File: config.mk
export PLATFORM = sky130hd
export DESIGN_NAME = axi_lite_shared_mem_arbiter
export DESIGN_NICKNAME = d
export VERILOG_FILES = /design/src/rtl/axi_lite_shared_mem_arbiter.sv
export SDC_FILE = /design/constraint.sdc
export NUM_CORES = 1
export LEC_CHECK = 0
export ABC_AREA = 1
export BUFFER_PORTS_ARGS = -buffer_cell sky130_fd_sc_hd__buf_2
export CORE_AREA = 2 2 171 173
export CTS_CLUSTER_DIAMETER = 40
export DETAILED_ROUTE_END_ITERATION = 8
export DIE_AREA = 0 0 173 175
export GPL_ROUTABILITY_DRIVEN = 0
export PLACE_DENSITY = 0.54
export SYNTH_ARGS = -nofsm -noshare
export SYNTH_HDL_FRONTEND = slang
export SYNTH_SLANG_ARGS = --single-unit
export TNS_END_PERCENT = 10
File: constraint.sdc
create_clock -name s_aclk -period 3.9 [get_ports s_aclk]
set_clock_uncertainty 0.1 [all_clocks]
set_input_delay 0 -clock s_aclk [delete_from_list [all_inputs] [get_ports s_aclk]]
set_output_delay 0 -clock s_aclk [all_outputs]
set_load 0.01 [all_outputs]
File: src/rtl/axi_lite_shared_mem_arbiter.sv
// 2:1 AXI4-Lite arbiter sharing one block-memory slave between two upstream masters.
// One transaction in flight, round-robin over {s0W, s0R, s1W, s1R}, DECERR for out-of-window addresses.
module axi_lite_shared_mem_arbiter #(
  parameter int                  ADDR_WIDTH     = 32,
  parameter int                  DATA_WIDTH     = 32,
  parameter logic [ADDR_WIDTH-1:0] ADDR_BASE    = {ADDR_WIDTH{1'b0}},
  parameter int                  ADDR_SPAN_LOG2 = 13
) (
  input  logic                      s_aclk,
  input  logic                      s_aresetn,
  // upstream port 0
  input  logic [ADDR_WIDTH-1:0]     s0_awaddr,
  input  logic                      s0_awvalid,
  output logic                      s0_awready,
  input  logic [DATA_WIDTH-1:0]     s0_wdata,
  input  logic [DATA_WIDTH/8-1:0]   s0_wstrb,
  input  logic                      s0_wvalid,
  output logic                      s0_wready,
  output logic [1:0]                s0_bresp,
  output logic                      s0_bvalid,
  input  logic                      s0_bready,
  input  logic [ADDR_WIDTH-1:0]     s0_araddr,
  input  logic                      s0_arvalid,
  output logic                      s0_arready,
  output logic [DATA_WIDTH-1:0]     s0_rdata,
  output logic [1:0]                s0_rresp,
  output logic                      s0_rvalid,
  input  logic                      s0_rready,
  // upstream port 1
  input  logic [ADDR_WIDTH-1:0]     s1_awaddr,
  input  logic                      s1_awvalid,
  output logic                      s1_awready,
  input  logic [DATA_WIDTH-1:0]     s1_wdata,
  input  logic [DATA_WIDTH/8-1:0]   s1_wstrb,
  input  logic                      s1_wvalid,
  output logic                      s1_wready,
  output logic [1:0]                s1_bresp,
  output logic                      s1_bvalid,
  input  logic                      s1_bready,
  input  logic [ADDR_WIDTH-1:0]     s1_araddr,
  input  logic                      s1_arvalid,
  output logic                      s1_arready,
  output logic [DATA_WIDTH-1:0]     s1_rdata,
  output logic [1:0]                s1_rresp,
  output logic                      s1_rvalid,
  input  logic                      s1_rready,
  // downstream port to block memory
  output logic [ADDR_WIDTH-1:0]     m_awaddr,
  output logic                      m_awvalid,
  input  logic                      m_awready,
  output logic [DATA_WIDTH-1:0]     m_wdata,
  output logic [DATA_WIDTH/8-1:0]   m_wstrb,
  output logic                      m_wvalid,
  input  logic                      m_wready,
  input  logic [1:0]                m_bresp,
  input  logic                      m_bvalid,
  output logic                      m_bready,
  output logic [ADDR_WIDTH-1:0]     m_araddr,
  output logic                      m_arvalid,
  input  logic                      m_arready,
  input  logic [DATA_WIDTH-1:0]     m_rdata,
  input  logic [1:0]                m_rresp,
  input  logic                      m_rvalid,
  output logic                      m_rready
);

  localparam int SW = DATA_WIDTH / 8;

  typedef enum logic [3:0] {
    ST_IDLE       = 4'd0,
    ST_WR_FWD     = 4'd1,
    ST_WR_RSP     = 4'd2,
    ST_RD_FWD     = 4'd3,
    ST_RD_RSP     = 4'd4,
    ST_WR_ERR     = 4'd5,
    ST_WR_ERR_RSP = 4'd6,
    ST_RD_ERR     = 4'd7,
    ST_RD_ERR_RSP = 4'd8
  } state_t;

  state_t                  r_state;
  state_t                  w_next_state;
  logic [1:0]              r_rr;
  logic                    r_gnt;
  logic [ADDR_WIDTH-1:0]   r_addr;
  logic [DATA_WIDTH-1:0]   r_wdata;
  logic [SW-1:0]           r_wstrb;
  logic                    r_aw_done;
  logic                    r_w_done;

  logic [3:0]              w_cand;
  logic [2:0]              w_pick_res;
  logic                    w_pick_valid;
  logic [1:0]              w_pick;
  logic [ADDR_WIDTH-1:0]   w_sel_addr;
  logic [DATA_WIDTH-1:0]   w_sel_wdata;
  logic [SW-1:0]           w_sel_wstrb;
  logic                    w_in_range;
  logic                    w_g_bready;
  logic                    w_g_rready;

  logic                    w_up_awready;
  logic                    w_up_wready;
  logic                    w_up_arready;
  logic                    w_up_bvalid;
  logic [1:0]              w_up_bresp;
  logic                    w_up_rvalid;
  logic [1:0]              w_up_rresp;
  logic [DATA_WIDTH-1:0]   w_up_rdata;

  // First asserted candidate at or after the pointer; result is {found, index}.
  function automatic logic [2:0] rr_pick(input logic [3:0] cand, input logic [1:0] ptr);
    logic [1:0] idx;
    logic       found;
    logic [1:0] sel;
    found = 1'b0;
    sel   = 2'd0;
    for (int i = 0; i < 4; i++) begin
      idx = ptr + 2'(i);
      if (!found && cand[idx]) begin
        found = 1'b1;
        sel   = idx;
      end else begin
        found = found;
      end
    end
    return {found, sel};
  endfunction

  assign w_cand       = {s1_arvalid, s1_awvalid & s1_wvalid, s0_arvalid, s0_awvalid & s0_wvalid};
  assign w_pick_res   = rr_pick(w_cand, r_rr);
  assign w_pick_valid = w_pick_res[2];
  assign w_pick       = w_pick_res[1:0];

  // w_pick[1] selects the master, w_pick[0] selects read (1) or write (0)
  assign w_sel_addr  = w_pick[1] ? (w_pick[0] ? s1_araddr : s1_awaddr)
                                 : (w_pick[0] ? s0_araddr : s0_awaddr);
  assign w_sel_wdata = w_pick[1] ? s1_wdata : s0_wdata;
  assign w_sel_wstrb = w_pick[1] ? s1_wstrb : s0_wstrb;
  assign w_in_range  = (w_sel_addr[ADDR_WIDTH-1:ADDR_SPAN_LOG2] == ADDR_BASE[ADDR_WIDTH-1:ADDR_SPAN_LOG2]);
  assign w_g_bready  = r_gnt ? s1_bready : s0_bready;
  assign w_g_rready  = r_gnt ? s1_rready : s0_rready;

  // State, grant pointer and captured request payload.
  always_ff @(posedge s_aclk or negedge s_aresetn) begin
    if (!s_aresetn) begin
      r_state   <= ST_IDLE;
      r_rr      <= 2'd0;
      r_gnt     <= 1'b0;
      r_addr    <= {ADDR_WIDTH{1'b0}};
      r_wdata   <= {DATA_WIDTH{1'b0}};
      r_wstrb   <= {SW{1'b0}};
      r_aw_done <= 1'b0;
      r_w_done  <= 1'b0;
    end else begin
      r_state <= w_next_state;
      if ((r_state == ST_IDLE) && w_pick_valid) begin
        r_gnt     <= w_pick[1];
        r_rr      <= w_pick + 2'd1;
        r_addr    <= w_sel_addr;
        r_wdata   <= w_sel_wdata;
        r_wstrb   <= w_sel_wstrb;
        r_aw_done <= 1'b0;
        r_w_done  <= 1'b0;
      end else if (r_state == ST_WR_FWD) begin
        r_aw_done <= r_aw_done | (m_awvalid & m_awready);
        r_w_done  <= r_w_done | (m_wvalid & m_wready);
      end else begin
        r_aw_done <= r_aw_done;
        r_w_done  <= r_w_done;
      end
    end
  end

  assign m_awaddr = r_addr;
  assign m_araddr = r_addr;
  assign m_wdata  = r_wdata;
  assign m_wstrb  = r_wstrb;

  // Next state plus per-state channel steering towards a grant-neutral upstream view.
  always_comb begin
    w_next_state = r_state;
    m_awvalid    = 1'b0;
    m_wvalid     = 1'b0;
    m_arvalid    = 1'b0;
    m_bready     = 1'b0;
    m_rready     = 1'b0;
    w_up_awready = 1'b0;
    w_up_wready  = 1'b0;
    w_up_arready = 1'b0;
    w_up_bvalid  = 1'b0;
    w_up_bresp   = 2'b00;
    w_up_rvalid  = 1'b0;
    w_up_rresp   = 2'b00;
    w_up_rdata   = {DATA_WIDTH{1'b0}};
    case (r_state)
      ST_IDLE: begin
        if (w_pick_valid) begin
          if (w_pick[0]) begin
            w_next_state = w_in_range ? ST_RD_FWD : ST_RD_ERR;
          end else begin
            w_next_state = w_in_range ? ST_WR_FWD : ST_WR_ERR;
          end
        end else begin
          w_next_state = ST_IDLE;
        end
      end
      ST_WR_FWD: begin
        m_awvalid    = ~r_aw_done;
        m_wvalid     = ~r_w_done;
        w_up_awready = m_awready & ~r_aw_done;
        w_up_wready  = m_wready & ~r_w_done;
        if ((r_aw_done | m_awready) & (r_w_done | m_wready)) begin
          w_next_state = ST_WR_RSP;
        end else begin
          w_next_state = ST_WR_FWD;
        end
      end
      ST_WR_RSP: begin
        m_bready    = w_g_bready;
        w_up_bvalid = m_bvalid;
        w_up_bresp  = m_bresp;
        if (m_bvalid & w_g_bready) begin
          w_next_state = ST_IDLE;
        end else begin
          w_next_state = ST_WR_RSP;
        end
      end
      ST_RD_FWD: begin
        m_arvalid    = 1'b1;
        w_up_arready = m_arready;
        if (m_arready) begin
          w_next_state = ST_RD_RSP;
        end else begin
          w_next_state = ST_RD_FWD;
        end
      end
      ST_RD_RSP: begin
        m_rready    = w_g_rready;
        w_up_rvalid = m_rvalid;
        w_up_rresp  = m_rresp;
        w_up_rdata  = m_rdata;
        if (m_rvalid & w_g_rready) begin
          w_next_state = ST_IDLE;
        end else begin
          w_next_state = ST_RD_RSP;
        end
      end
      ST_WR_ERR: begin
        w_up_awready = 1'b1;
        w_up_wready  = 1'b1;
        w_next_state = ST_WR_ERR_RSP;
      end
      ST_WR_ERR_RSP: begin
        w_up_bvalid = 1'b1;
        w_up_bresp  = 2'b11;
        if (w_g_bready) begin
          w_next_state = ST_IDLE;
        end else begin
          w_next_state = ST_WR_ERR_RSP;
        end
      end
      ST_RD_ERR: begin
        w_up_arready = 1'b1;
        w_next_state = ST_RD_ERR_RSP;
      end
      ST_RD_ERR_RSP: begin
        w_up_rvalid = 1'b1;
        w_up_rresp  = 2'b11;
        if (w_g_rready) begin
          w_next_state = ST_IDLE;
        end else begin
          w_next_state = ST_RD_ERR_RSP;
        end
      end
      default: begin
        w_next_state = ST_IDLE;
      end
    endcase
  end

  // The non-granted master sees every ready/valid low and zero payload.
  assign s0_awready = ~r_gnt & w_up_awready;
  assign s0_wready  = ~r_gnt & w_up_wready;
  assign s0_arready = ~r_gnt & w_up_arready;
  assign s0_bvalid  = ~r_gnt & w_up_bvalid;
  assign s0_bresp   = r_gnt ? 2'b00 : w_up_bresp;
  assign s0_rvalid  = ~r_gnt & w_up_rvalid;
  assign s0_rresp   = r_gnt ? 2'b00 : w_up_rresp;
  assign s0_rdata   = r_gnt ? {DATA_WIDTH{1'b0}} : w_up_rdata;

  assign s1_awready = r_gnt & w_up_awready;
  assign s1_wready  = r_gnt & w_up_wready;
  assign s1_arready = r_gnt & w_up_arready;
  assign s1_bvalid  = r_gnt & w_up_bvalid;
  assign s1_bresp   = r_gnt ? w_up_bresp : 2'b00;
  assign s1_rvalid  = r_gnt & w_up_rvalid;
  assign s1_rresp   = r_gnt ? w_up_rresp : 2'b00;
  assign s1_rdata   = r_gnt ? w_up_rdata : {DATA_WIDTH{1'b0}};

endmodule
# Yosys cells after proc, flatten, opt, wreduce, memory -nomap -nowiden
# Index checks and enable logic that the tools add are counted.
# word_totals
regBits	77
latch_bits	0
ram_bits	0
romBits	0
in_bits	253
wordCells	117
memories	0
# classes
add_sub_neg	4
n_mul	0
div	0
magnitude_cmp	4
eq_ne	8
shift	0
mux	57
n_bitwise	26
reduce_logical	10
# ops
op	count
$mux W32	7
$pmux W4 S9	1
$mux W2	10
$and A1 B1 Y1	19
$logic_not A19 Y1	1
$mux W1	19
$mux W3	6
$eq A4 B3 Y1 const B	4
$lt A2 B3 Y1 const B	4
$mux W4	3
$pmux W1 S2	5
$bmux W1 S2	4
$eq A4 B2 Y1 const B	2
$pmux W2 S2	2
$add A2 B1 Y2 const B	2
$add A2 B2 Y2 const B	2
$eq A4 B1 Y1 const B	1
$eq A4 B4 Y1 const B	1
$logic_and A1 B1 Y1	4
$logic_not A4 Y1	1
$or A1 B1 Y1	4
$logic_not A1 Y1	3
$not A1 Y1	3
$reduce_bool A2 Y1	1

# Depth between registers and ports, before layout
# logic_depth
depth_word	20
mapped_depth	21

# Least setup slack after synthesis
# OpenSTA, ideal clock, no wires.
# synth_timing
path_type	flip-flop to flip-flop
start	reg r_rr[0]
end	reg r_addr[10] (netlist: m_araddr[10])
setup_time_ps	126
arrival_time_ps	1911
path_slack_ps	1763
path_stages_with_launch	15
path_buffers	3
period_less_slack_ps	2137
cell_sequence	dfrtp_1 > buf_6 > inv_6 > nand2_1 > nand3_1 > nand2_1 > nor2_4 > nand3_2 > nand3_4 > inv_2 > buf_6 > buf_2 > nand2_1 > a21oi_1 > a221o_1
# synth_between
elab_chain_len	14
elab_cells_between_ends	29
cone_classes	add/sub (3); mux (19); reduce/logical (7)
# synth_lines
element	line_no	text
start: declaration	83	logic [1:0] r_rr;
start signal: assignment	159	r_rr <= w_pick + 2'd1;
parallel branches: the longest is 14 deep, another holds $add A2 B1 Y2	--	
end signal: assignment	150	r_addr <= {ADDR_WIDTH{1'b0}};
end signal: assignment	160	r_addr <= w_sel_addr;
end: declaration	85	logic [ADDR_WIDTH-1:0] r_addr;
# Several ways; the timed one is not identified. The select of a mux whose other input is x is not followed.
# A chain may end at the register's enable or synchronous reset.

# Worst setup path in the final report
# layout_timing
start	reg r_rr[1]
end	reg r_addr[12] (netlist: m_araddr[12])
# The elaborated chain is that of the path after synthesis.

==> results list <==
- Distinct cell type count after synthesis: 29
- Routed Wire Length: 26070 um
- Clock latency at the later pin of the worst-skew pair: 340 ps
- Placed cell areas: 7921 um^2
- Hold crit path type: input port to register
* Max-slew headroom: a little over a quarter
- Net switching is roughly half of the power.
- Net count reported at finish: between 1500 and 2000
- For this run, design rule violations remaining after detail routing come to 0.
- Synthesized netlist net count: between 1000 and 1500
- The floorplan step defined a core boundary enclosing 28390 um^2.
- Via density per instance: 4.370
* Count of endpoints failing setup in the final report: 0
- Required time at the worst-slack endpoint: 4030 ps
- After routing, the total negative slack on setup checks comes to 0 ps.
* Initial cell density of the core: between 20% and 30%
- No sink is reached through more buffers than the 2 on the longest clock path.
- H-tree lvl count: 3
- Detailed Route Iter0 Violations: 393
- Kind of end point of the critical path: register
- The first global-routing pass estimated 40440 um of wire.
* Height of the die: 175 um
* Hold Fails Final Rpt: 0
* Vias in the first global route: 7916
* First-pass iteration count of the detailed router: 5
* Proportion of power drawn by combinational gates: around three quarters
- In this run, the clock network consumes 8.9% of the power.
* Register area share after synthesis: between 30% and 40%
* Total power density per cell area: 932.4 nW/um^2
- Die width: between 150 and 200 um
- Arrival time of data at the critical path endpoint: 3770 ps
* Int Power: 4703 uW
- Final min period: 3639 ps
* Row count: 62
- Port buffering added between 400 and 500 buffers.
* Layout cells sized above 1: 33.40%
* Critical Path Source Type: register
- Setup repair after global routing left no endpoint under its margin.
* Synth Cell Area: 5695 um^2
- Dividing the synthesized area by the synthesized cell count gives about 6.4 um^2.
- Detail Placement HPWL: 18840 um
- Max IR drop VDD: 0.5732 mV
* Largest driver fanout on the critical path: 56
* Wirelength per Cell: approximately 14 um
- Count of fill cells added during filler insertion: 3033
- Synthesis warning total: 0
- All-Layer GR Usage: ~17%
- From synthesis to final layout, the design area changed by 75.70%.
- Leak pwr: roughly 0.0056 uW
- The finished cells cover 10010 um^2.
* Remaining antenna violation count: 0
* Largest net degree at the start of global routing: 67
- The total overflow left after global routing is 0.
- Area of the die: 30280 um^2
- Max-cap violations: 0
* Worst setup path category: register to register
* Via count: between 8000 and 9000
- Derived from the worst setup path, the maximum achievable clock frequency is 274.8 MHz.
- The tree built by TritonCTS fans out to 77 sinks.
- Num ports: between 400 and 500
- CTS tree: done
- Measured slew at the worst slew-check pin: 1084 ps
* Root cell of the clock tree: clkbuf_16
- Clk pin slew, worst setup/hold paths: approximately 70 ps
- The flow ran to the end, and the final reports show no timing, DRC or antenna violations.
* Net switching power: around 4600 uW
- Yosys reg bits: 77
* Final number of max-transition violations: 0
- Initial antenna violation count: 4
* Sequential cell fraction of total power: 16.5%
* Number of cells produced by synthesis: around 900
* Period Utilization, post-route: 93.31%
- In this run the post-CTS setup repair buffer count came out at 0.
- Buffers inserted during clock tree synthesis total 9.
final timing paths:
path                            slack (ps)      endpoint    startpoint  depth (start not counted)
worst min-delay path                     8    r_state[2]      m_rvalid                          4
worst max-delay path                   260  m_araddr[12]       r_rr[1]                         15
worst max register to register         260  m_araddr[12]       r_rr[1]                         15
max in group asynchronous             2700       r_rr[0]     s_aresetn                          3
worst min register to register         430  m_araddr[31]  m_araddr[31]                          2
min in group asynchronous              130  m_araddr[26]     s_aresetn                          2
registers in the layout, indices dropped and copies added (netlist names):
| signal | cells |
|---|---|
| m_wstrb | 4 |
| r_gnt | 1 |
| m_wdata | 32 |
| m_araddr | 32 |
| r_rr | 2 |
| r_aw_done | 1 |
| r_state | 4 |
| r_w_done | 1 |
cell usage after synthesis (all sizes together):
cell    number  share of area [%]
or2          2               0.22
o22a         1               0.15
nand2      316                 21
a21oi       19                1.7
clkinv       1              0.066
clkbuf      27                1.8
a31oi       15                1.6
o21ai       15                1.3
a221o       11                1.9
o211ai       1               0.13
buf         63                8.1
nor3        68                6.0
nand4       20                2.2
inv        108                7.2
nor2        54                3.8
dfrtp       77                 34
nand3       94                8.7
or4          1               0.13
o22ai        2               0.22
cells by family (layout without fill, tap and decap cells):
group                  Yosys count  after routing  share of synthesized area (%)
other                            0              4                              0
buffers and inverters          199            753                          17.14
AOI/OAI and AO/OA               64             64                          7.074
DFF                             77             77                          33.83
and+or+nand+nor                555            555                          41.96
layer usage:
layer | track usage [%] | vias to the layer above | part of all wire, %
li1 | - | 3941 | -
met1 | 19.11 | 3699 | 40
met2 | 30.18 | 344 | 51
met3 | 3.198 | 44 | 6.4
met4 | 6.321 | 0 | 2.3
met5 | 0 | - | 0
cells in the final DEF (no fill, tap or decap), types with 2 or more instances in the layout:
master / instances
clkinvlp_4: 2
nand2_2: 3
nand2_1: 312
buf_4: 12
nand3_1: 91
nand3_2: 2
o21ai_0: 13
nand4_1: 20
clkbuf_16: 9
nor3_1: 68
o22ai_1: 2
diode_2: 4
a21oi_1: 19
clkinv_4: 2
a31oi_1: 15
or2_2: 2
o21ai_1: 2
nor2_4: 3
nor2_1: 51
a221o_1: 11
inv_6: 2
dlygate4sd3_1: 176
dfrtp_1: 76
buf_2: 438
inv_1: 105
critical path: stages, from the launching register on:
cell,delay [ps]
dfrtp_1,440
inv_1,160
nand2_1,90
nand2_2,110
nand2_1,70
nand2_1,70
nand2_1,80
nand3_2,60
buf_4,250
nand3_4,200
buf_8,260
nand2_1,100
nand2_1,50
dlygate4sd3_1,550
a221o_1,330
dlygate4sd3_1,570
power by group through the flow:
| stage | Combinational (uW) | Sequential [uW] | Clock [uW] |
|---|---|---|---|
| after floorplan | 4050 | 1620 | 0 |
| after global placement | 5490 | 1540 | 0 |
| after detailed placement | 5500 | 1550 | 0 |
| after CTS | 6890 | 1540 | 872 |
| after global routing | 7750 | 1590 | 907 |
| final | 6960 | 1540 | 833 |
stage by stage:
stage | util [%] | instances | hold WS, ps | power, uW | setup WS (ps)
after floorplan | - | 895 | -395.6 | 5672 | 1763
after global placement | 27.90 | 1641 | -6.474 | 7032 | 726.0
after detailed placement | 27.90 | 1641 | -12.90 | 7047 | 651.3
after CTS | 35.14 | 1833 | 9.731 | 9296 | 13.02
after global routing | 35.25 | 1837 | 42.01 | 10250 | 51.05
final | 35.25 | 1837 | 7.816 | 9330 | 261.1
repair_timing:
action                                  4_1_cts  5_1_grt
endpoints found under the setup margin        0        6
gates resized for setup                       0        8
hold buffers                                176        0
hold endpoints to repair                    124        0
final cells by class:
type / count / area, um^2 / area share (%)
diodes: 4 / 10.01 / 0.1000
clock buffers: 9 / 225.2 / 2.251
clock inverters: 7 / 68.82 / 0.6877
inverters: 109 / 416.7 / 4.164
multi-input cells: 619 / 2808 / 28.06
flip-flops and latches: 77 / 1928 / 19.27
well taps: 384 / 480.5 / 4.801
repair buffers: 628 / 4070 / 40.67
Power figures use the tool's default switching activity.
